==> src/rtl/alu_rr_scheduler.sv <==
// alu_rr_scheduler: round-robin sharing of one W-bit add/sub/mul/div ALU.
// Define ALU_DIV_EN to build the W-cycle restoring divider; otherwise div reports err.
module alu_rr_scheduler #(
    parameter int NREQ = 4,
    parameter int W    = 8
) (
    input  logic                    clk,
    input  logic                    rst,
    input  logic [NREQ-1:0]         req_valid,
    output logic [NREQ-1:0]         req_ready,
    input  logic [2*NREQ-1:0]       req_op,
    input  logic [W*NREQ-1:0]       req_x,
    input  logic [W*NREQ-1:0]       req_y,
    output logic                    rsp_valid,
    output logic [$clog2(NREQ)-1:0] rsp_id,
    output logic [W-1:0]            rsp_result,
    output logic                    rsp_err,
    output logic                    busy
);

    localparam int IW = $clog2(NREQ);

    typedef enum logic [1:0] {
        IDLE,
        EXEC,
        DONE
    } state_t;

    state_t        state;
    logic [IW-1:0] last_grant;
    logic [IW-1:0] gnt_id;
    logic [IW-1:0] cand;
    logic [NREQ-1:0] gnt;
    logic          found;
    logic          accept;

    logic [IW-1:0] op_id;
    logic [1:0]    op_q;
    logic [W-1:0]  op_x;
    logic [W-1:0]  op_y;

    logic          exec_done;
    logic [W-1:0]  exec_res;
    logic          exec_err;

`ifdef ALU_DIV_EN
    localparam int CW = $clog2(W);

    logic [W-1:0]  div_rem;
    logic [W-1:0]  div_rem_nx;
    logic [W-1:0]  div_q_nx;
    logic [W:0]    div_sh;
    logic          div_ge;
    logic [CW-1:0] div_cnt;

    // One restoring-division step; op_x doubles as the quotient shift register
    always_comb begin
        div_sh     = {div_rem, op_x[W-1]};
        div_ge     = div_sh >= {1'b0, op_y};
        div_rem_nx = div_ge ? (div_sh[W-1:0] - op_y) : div_sh[W-1:0];
        div_q_nx   = {op_x[W-2:0], div_ge};
    end
`endif

    // Rotating priority search starting just after the last granted requester
    always_comb begin
        gnt    = '0;
        gnt_id = '0;
        cand   = '0;
        found  = 1'b0;
        for (int k = 1; k <= NREQ; k++) begin
            cand = IW'((int'(last_grant) + k) % NREQ);
            if (!found && req_valid[cand]) begin
                found     = 1'b1;
                gnt[cand] = 1'b1;
                gnt_id    = cand;
            end
        end
    end

    assign req_ready = (state == IDLE && !rst) ? gnt : '0;
    assign accept    = |req_ready;
    assign busy      = (state != IDLE);

    // Result of the current EXEC cycle and whether the op finishes on it
    always_comb begin
        exec_done = 1'b1;
        exec_res  = '0;
        exec_err  = 1'b0;
        unique case (op_q)
            2'b00: exec_res = op_x + op_y;
            2'b01: exec_res = op_x - op_y;
            2'b10: exec_res = op_x * op_y;
            default: begin
`ifdef ALU_DIV_EN
                if (op_y == '0) begin
                    exec_res = '1;
                    exec_err = 1'b1;
                end else begin
                    exec_done = (div_cnt == CW'(W - 1));
                    exec_res  = div_q_nx;
                end
`else
                exec_err = 1'b1;
`endif
            end
        endcase
    end

    // Scheduler FSM with registered response outputs
    always_ff @(posedge clk) begin
        if (rst) begin
            state      <= IDLE;
            last_grant <= IW'(NREQ - 1);
            rsp_valid  <= 1'b0;
            rsp_id     <= '0;
            rsp_result <= '0;
            rsp_err    <= 1'b0;
            op_id      <= '0;
            op_q       <= '0;
            op_x       <= '0;
            op_y       <= '0;
`ifdef ALU_DIV_EN
            div_rem    <= '0;
            div_cnt    <= '0;
`endif
        end else begin
            unique case (state)
                IDLE: begin
                    rsp_valid <= 1'b0;
                    if (accept) begin
                        state      <= EXEC;
                        last_grant <= gnt_id;
                        op_id      <= gnt_id;
                        op_q       <= req_op[2*gnt_id +: 2];
                        op_x       <= req_x[W*gnt_id +: W];
                        op_y       <= req_y[W*gnt_id +: W];
`ifdef ALU_DIV_EN
                        div_rem    <= '0;
                        div_cnt    <= '0;
`endif
                    end
                end
                EXEC: begin
`ifdef ALU_DIV_EN
                    if (op_q == 2'b11) begin
                        div_rem <= div_rem_nx;
                        op_x    <= div_q_nx;
                        div_cnt <= div_cnt + CW'(1);
                    end
`endif
                    if (exec_done) begin
                        state      <= DONE;
                        rsp_valid  <= 1'b1;
                        rsp_id     <= op_id;
                        rsp_result <= exec_res;
                        rsp_err    <= exec_err;
                    end
                end
                DONE: begin
                    state     <= IDLE;
                    rsp_valid <= 1'b0;
                end
                default: begin
                    state     <= IDLE;
                    rsp_valid <= 1'b0;
                end
            endcase
        end
    end

endmodule

==> config.mk <==
export PLATFORM = sky130hd
export DESIGN_NAME = alu_rr_scheduler
export DESIGN_NICKNAME = d
export VERILOG_FILES = /design/src/rtl/alu_rr_scheduler.sv
export SDC_FILE = /design/constraint.sdc
export NUM_CORES = 1
export LEC_CHECK = 0
export ABC_CLOCK_PERIOD_IN_PS = 4600
export CAP_MARGIN = 20
export CORE_ASPECT_RATIO = 0.8
export CORE_UTILIZATION = 35
export CTS_CLUSTER_DIAMETER = 100
export DETAILED_ROUTE_END_ITERATION = 16
export PLACE_DENSITY_LB_ADDON = 0.15
export SLEW_MARGIN = 20
export SYNTH_ARGS = -nofsm -noshare
export SYNTH_HDL_FRONTEND = slang
export SYNTH_SLANG_ARGS = --single-unit
==> constraint.sdc <==
create_clock -name clk -period 4.6 [get_ports clk]
set_input_delay 0.46 -clock clk [delete_from_list [all_inputs] [get_ports clk]]
set_output_delay 0.46 -clock clk [all_outputs]
set_load 0.03 [all_outputs]
## After elaboration in Yosys (flattened, before gate mapping)

Index checks and enable logic that the tools add are counted.

| storage, ports and cells | value |
|---|---|
| input port bits | 78 |
| register bits | 36 |
| output and inout port bits | 17 |
| logic and storage cells | 86 |

| operators by class | value |
|---|---|
| add/subtract/negate cells | 6 |
| muxes and demuxes | 33 |
| eq/ne operators | 4 |
| shift operators | 3 |
| $lt $le $gt $ge | 8 |
| bitwise gates (word level) | 3 |
| reductions and logical operators | 18 |
| multipliers | 1 |

Operators with widths:

| operator | number |
|---|---|
| 32-bit by 6-bit variable part select with 8-bit output | 2 |
| 8-bit case mux with 3 select lines | 1 |
| 4-bit two-way mux | 5 |
| 1-bit two-way mux | 13 |
| 2-bit by 3-bit less-than comparator with 1-bit output (second input constant) | 4 |
| 4-bit OR | 3 |
| 2-bit two-way mux | 5 |
| 8-bit adder | 1 |
| 1-bit binary-select mux with 2-bit select | 4 |
| 1-bit demux with 2-bit select | 4 |
| 2-bit by 1-bit >= comparator with 1-bit output (second input constant) | 4 |
| 1-bit logical AND | 8 |
| 8-bit by 8-bit multiplier with 8-bit output | 1 |
| 8-bit by 4-bit variable part select with 2-bit output | 1 |
| 8-bit subtractor | 1 |
| 2-bit by 1-bit adder with 2-bit output (second input constant) | 2 |
| 2-bit adder (second input constant) | 2 |
| 2-bit by 1-bit equality test with 1-bit output (second input constant) | 2 |
| 1-bit zero test | 4 |
| 2-bit zero test | 2 |
| 2-bit case mux with 2 select lines | 1 |
| 4-bit OR reduction | 1 |
| 3-bit OR reduction | 1 |
| 2-bit equality test (second input constant) | 1 |
| 3 further kinds | 3 |

## Depth between registers and ports, before layout

| logic depth | value |
|---|---|
| depth after elaboration | 17 |
| gate-level depth with buffers | 18 |
| mapped depth without buffers | 17 |

## Worst setup path before layout

Ideal clock, no wire load.

| path | value |
|---|---|
| path kind | reg-to-reg |
| start | register op_y[4] |
| end | register rsp_result[7] |
| cell stages (with the launch flop) | 16 |
| path slack | 0.850 ns |
| library setup time | 0.131 ns |
| arrival time | 3.620 ns |
| path buffers | 1 |
| clock period less this slack | 3.750 ns |
| data required time | 4.469 ns |
| path through | dfxtp_1 > buf_2 > nand2_1 > fa_1 > fa_1 > inv_1 > fa_1 > inv_1 > fa_1 > inv_1 > ha_1 > a21oi_1 > xnor2_1 > xnor2_1 > a221oi_1 > nor3_1 |

| on the way | value |
|---|---|
| longest elaborated chain between the ends | 2 |
| elaborated cells on any way between the ends | 4 |
| classes of those cells | 2 x add/sub; 1 x mul; 1 x mux |

Ends and longest elaborated chain:

| item | RTL line | RTL |
|---|---|---|
| start: declaration | 40 | `logic [W-1:0] op_y;` |
| start signal: assignment | 137 | `op_y <= req_y[W*gnt_id +: W];` |
| 8-bit by 8-bit multiplier with 8-bit output (tied with other cells) | 93 | `2'b10: exec_res = op_x * op_y;` |
| 8-bit case mux with 3 select lines (*) | 90 | `unique case (op_q)` |
| end signal: assignment | 156 | `rsp_result <= exec_res;` |
| end: declaration | 16 | `output logic [W-1:0] rsp_result,` |

Mark *: on every way between the ends. The rest lies on a longest branch, timed or not.
A chain may end at the register's enable or synchronous reset.

## Final worst setup path

| path | value |
|---|---|
| start | register last_grant[0] |
| end | output req_ready[3] |

| on the way | value |
|---|---|
| longest elaborated chain between the ends | 14 |
| elaborated cells on any way between the ends | 49 |
| classes of those cells | 4 x add/sub; 8 x order compare; 24 x mux; 3 x bitwise; 10 x reduce/logical |

Ends and longest elaborated chain:

| item | RTL line | RTL |
|---|---|---|
| start: declaration | 30 | `logic [IW-1:0] last_grant;` |
| start signal: assignment | 114 | `last_grant <= IW'(NREQ - 1);` |
| start signal: assignment | 133 | `last_grant <= gnt_id;` |
| branches (longest 12 deep; another with 2-bit by 3-bit less-than comparator with 1-bit output) | - |  |
| 4-bit two-way mux (*) | 73 | `if (!found && req_valid[cand]) begin` |
| 4-bit two-way mux (*) | 81 | `assign req_ready = (state == IDLE && !rst) ? gnt : '0;` |
| end: declaration | 10 | `output logic [NREQ-1:0] req_ready,` |

Every way passes the cells marked *. The select of a mux whose other input is x is not followed.

==> flow_summary.json <==
{
  "power_mw": 3.40,
  "max_cap_viol_count": 0,
  "cp_num_cells": 7,
  "crit_path_start": "last_grant[0]$_SDFFE_PP1P_",
  "cts_buffer_depth": 2,
  "num_rows": 33,
  "area_delta_synth_final_pct": 31.0,
  "status": "finished clean",
  "cp.buffers_inverters": 2,
  "num_vias": 3223,
  "grt_max_degree": 36,
  "crit_family": "buffers and inverters",
  "peakVddDrop_mv": 0.275,
  "hp-class": "register to register",
  "start_kind": "register",
  "cts_resized": 0,
  "drc": 0,
  "p_sw_share_pct": 46.2,
  "netlist_area_um2": 3750,
  "grt_setup_unrepaired": "false",
  "wl_per_cell_um": 14.2,
  "cts_tree": "built",
  "r2r_slack_ns": 0.58,
  "h-tree-depth": 2,
  "routabilityCongestion": 0.812,
  "insertion_delay_ns": 0.27,
  "die_x_um": 118,
  "avgSynthCellArea_um2": 8.61,
  "grt_util_all_layers_pct": 17.6,
  "io_pins": 95,
  "switchingPower_mw": 1.57,
  "cts_hold_buffers": 0,
  "hold_viol_final": 0,
  "synth-edff-count": 0,
  "antenna_cells": 0,
  "clock_sinks": 36,
  "final_cell_mix": "clkdlybuf4s50_1 (94), mux2i_1 (74), nor2_1 (45)",
  "worstPathArrival_ns": 3.73,
  "grt_pass1_vias": 3111,
  "drive_gt1_share_pct": 4.09,
  "numPortBuffers": 94,
  "tns_ns": 0,
  "yosysSeqAreaShare_pct": 19.2,
  "drv_slew": 0,
  "antenna_left": 0,
  "crit_chain": "inv_1 -> ha_1 -> or3b_2 -> a211o_1 -> a21oi_1 -> a221o_1 -> clkdlybuf4s50_1",
  "synth_warnings": 0,
  "nets": 634,
  "min_period_ns": 4.19,
  "tightest_slew_ns": 0.833,
  "cts_buffers": 5,
  "netlist-cell-type-count": 48,
  "synth_ff_type": "dfxtp_1",
  "slowest_stage": "clkdlybuf4s50_1",
  "path_class": "register to primary output",
  "clk_pin_slew_ns": 0.05,
  "internal-power_mw": 1.83,
  "combPwrFrac_pct": 72.0,
  "crit_fanout": 14,
  "drt_wl_total_um": 9240,
  "r2r_end": "rsp_result[7]$_SDFFE_PP0P_",
  "setup_viol": 0,
  "postCtsSetupBuffers": 0,
  "async_flop_share_pct": 0,
  "p_clk_share_pct": 9.8,
  "dr.pass1.iters": 4,
  "cp.required_ns": 4.14,
  "grt-ovfl-total": 0,
  "grt_antenna_before_repair": 0,
  "leakagePower_nw": 2.26,
  "ys_seq_elements": 36,
  "place_hpwl_um": 7480,
  "max_stage_delay_ns": 0.69,
  "max_freq_mhz": 239,
  "first_iter_violations": 173,
  "synth_fp_nets": 557,
  "worstReg2RegStart": "op_x[1]$_SDFFE_PP0P_",
  "seqPwrFrac_pct": 18.2,
  "syn-instance-count": 435,
  "clockRootBuffer": "clkbuf_16",
  "final_common_cell": "clkdlybuf4s50_1",
  "finClkSkew_ns": 0.00342,
  "die_area_um2": 11100,
  "max_slew_margin_pct": 44.4,
  "cp-endpoint": "req_ready[3]",
  "grt_pass1_wl_um": 15600,
  "r2r_cells": 14,
  "start_util_pct": 36.3,
  "fin_crit_sh_pct": 91.0,
  "crit_path_end_kind": "primary output",
  "core_region_area_um2": 10300,
  "viasPerCell": 4.94,
  "power_density_nw_per_um2": 692,
  "die_h_um": 94.5
}
-- how the worst min path moves through the flow --
stage                     slack [ns]                    from  depth (start not counted)                     end
final                           0.45   op_id[0]$_SDFFE_PP0P_                          2   op_id[0]$_SDFFE_PP0P_
after global placement          0.45   op_id[1]$_SDFFE_PP0P_                          2  rsp_id[1]$_SDFFE_PP0P_
after CTS                       0.46  rsp_id[1]$_SDFFE_PP0P_                          2  rsp_id[1]$_SDFFE_PP0P_
after detailed placement        0.45   op_id[0]$_SDFFE_PP0P_                          2   op_id[0]$_SDFFE_PP0P_
after global routing            0.49   op_id[0]$_SDFFE_PP0P_                          2   op_id[0]$_SDFFE_PP0P_
after floorplan                 0.43   op_id[0]$_SDFFE_PP0P_                          2  rsp_id[0]$_SDFFE_PP0P_
-- cells in the mapped netlist (6+ instances only) --
cell,n,area share (%)
mux2i_1,74,20
nor2_1,45,4.5
dfxtp_1,36,19
inv_1,34,3.4
ha_1,31,10
nand2_1,30,3.0
xnor2_1,24,5.6
a21oi_1,19,2.5
and2_1,17,2.8
buf_2,14,1.9
fa_1,13,6.9
nor3_1,11,1.5
clkbuf_1,9,0.90
nor2b_1,6,1.0
-- tightest hold or removal path: cells and delay by family (launching register included) --
kind            cells  cell delay [ns]
compound gates      1             0.05
flops               1             0.30
simple gates        1             0.05
-- flip-flops by register name, summed over array words and instances, names as in the netlist --
signal and cells:
rsp_err 1, op_x 8, op_y 8, rsp_id 2
state 2, rsp_valid 1, op_id 2, rsp_result 8
last_grant 2, op_q 2
-- power groups by stage --
stage / sequential, mW / clock [mW] / combinational, mW
3_5_place_dp: 0.626 / 0 / 2.47
4_1_cts: 0.620 / 0.340 / 2.48
3_3_place_gp: 0.615 / 0 / 2.45
2_1_floorplan: 0.579 / 0 / 1.95
5_1_grt: 0.643 / 0.358 / 2.71
6_report: 0.619 / 0.332 / 2.45
-- layer usage --
layer  up-vias  part of all wire, %  track usage [%]
met1      1490                   50             24.1
met2        91                   44             28.4
met3         2                  5.9             4.41
li1       1640                    -                -
met5         -                    0                0
met4         0                 0.24             2.46
-- cell families (layout without fill, tap and decap cells) --
| kind of cell | count (synthesis) | in the layout | synth area share, % |
|---|---|---|---|
| simple gates | 132 | 132 | 17.8 |
| mux | 79 | 79 | 21.9 |
| buf+inv | 62 | 140 | 7.38 |
| compound gates | 55 | 55 | 10.1 |
| fa+ha+maj | 44 | 44 | 17.3 |
| flops | 36 | 36 | 19.2 |
| xor+xnor | 27 | 27 | 6.31 |
-- per-stage QoR --
stage / util (%) / hold WS (ns) / instance area [µm²] / worst slack (ns) / instances
finish: 47.6 / 0.455 / 4910 / 0.412 / 653
global route: 47.6 / 0.493 / 4910 / 0.185 / 653
CTS: 47.6 / 0.457 / 4910 / 0.424 / 653
detailed placement: 46.1 / 0.449 / 4760 / 0.589 / 645
global placement: 46.1 / 0.449 / 4760 / 0.710 / 645
floorplan: - / 0.432 / 3750 / 0.850 / 435
-- final cells by class --
class,count,area [µm²]
repair buffers,98,983
inverters,34,128
multi-input cells,337,2760
clock buffers,8,146
fillers,1045,5410
flip-flops and latches,36,721
well taps,140,175
(Power assumes the default switching activity.)
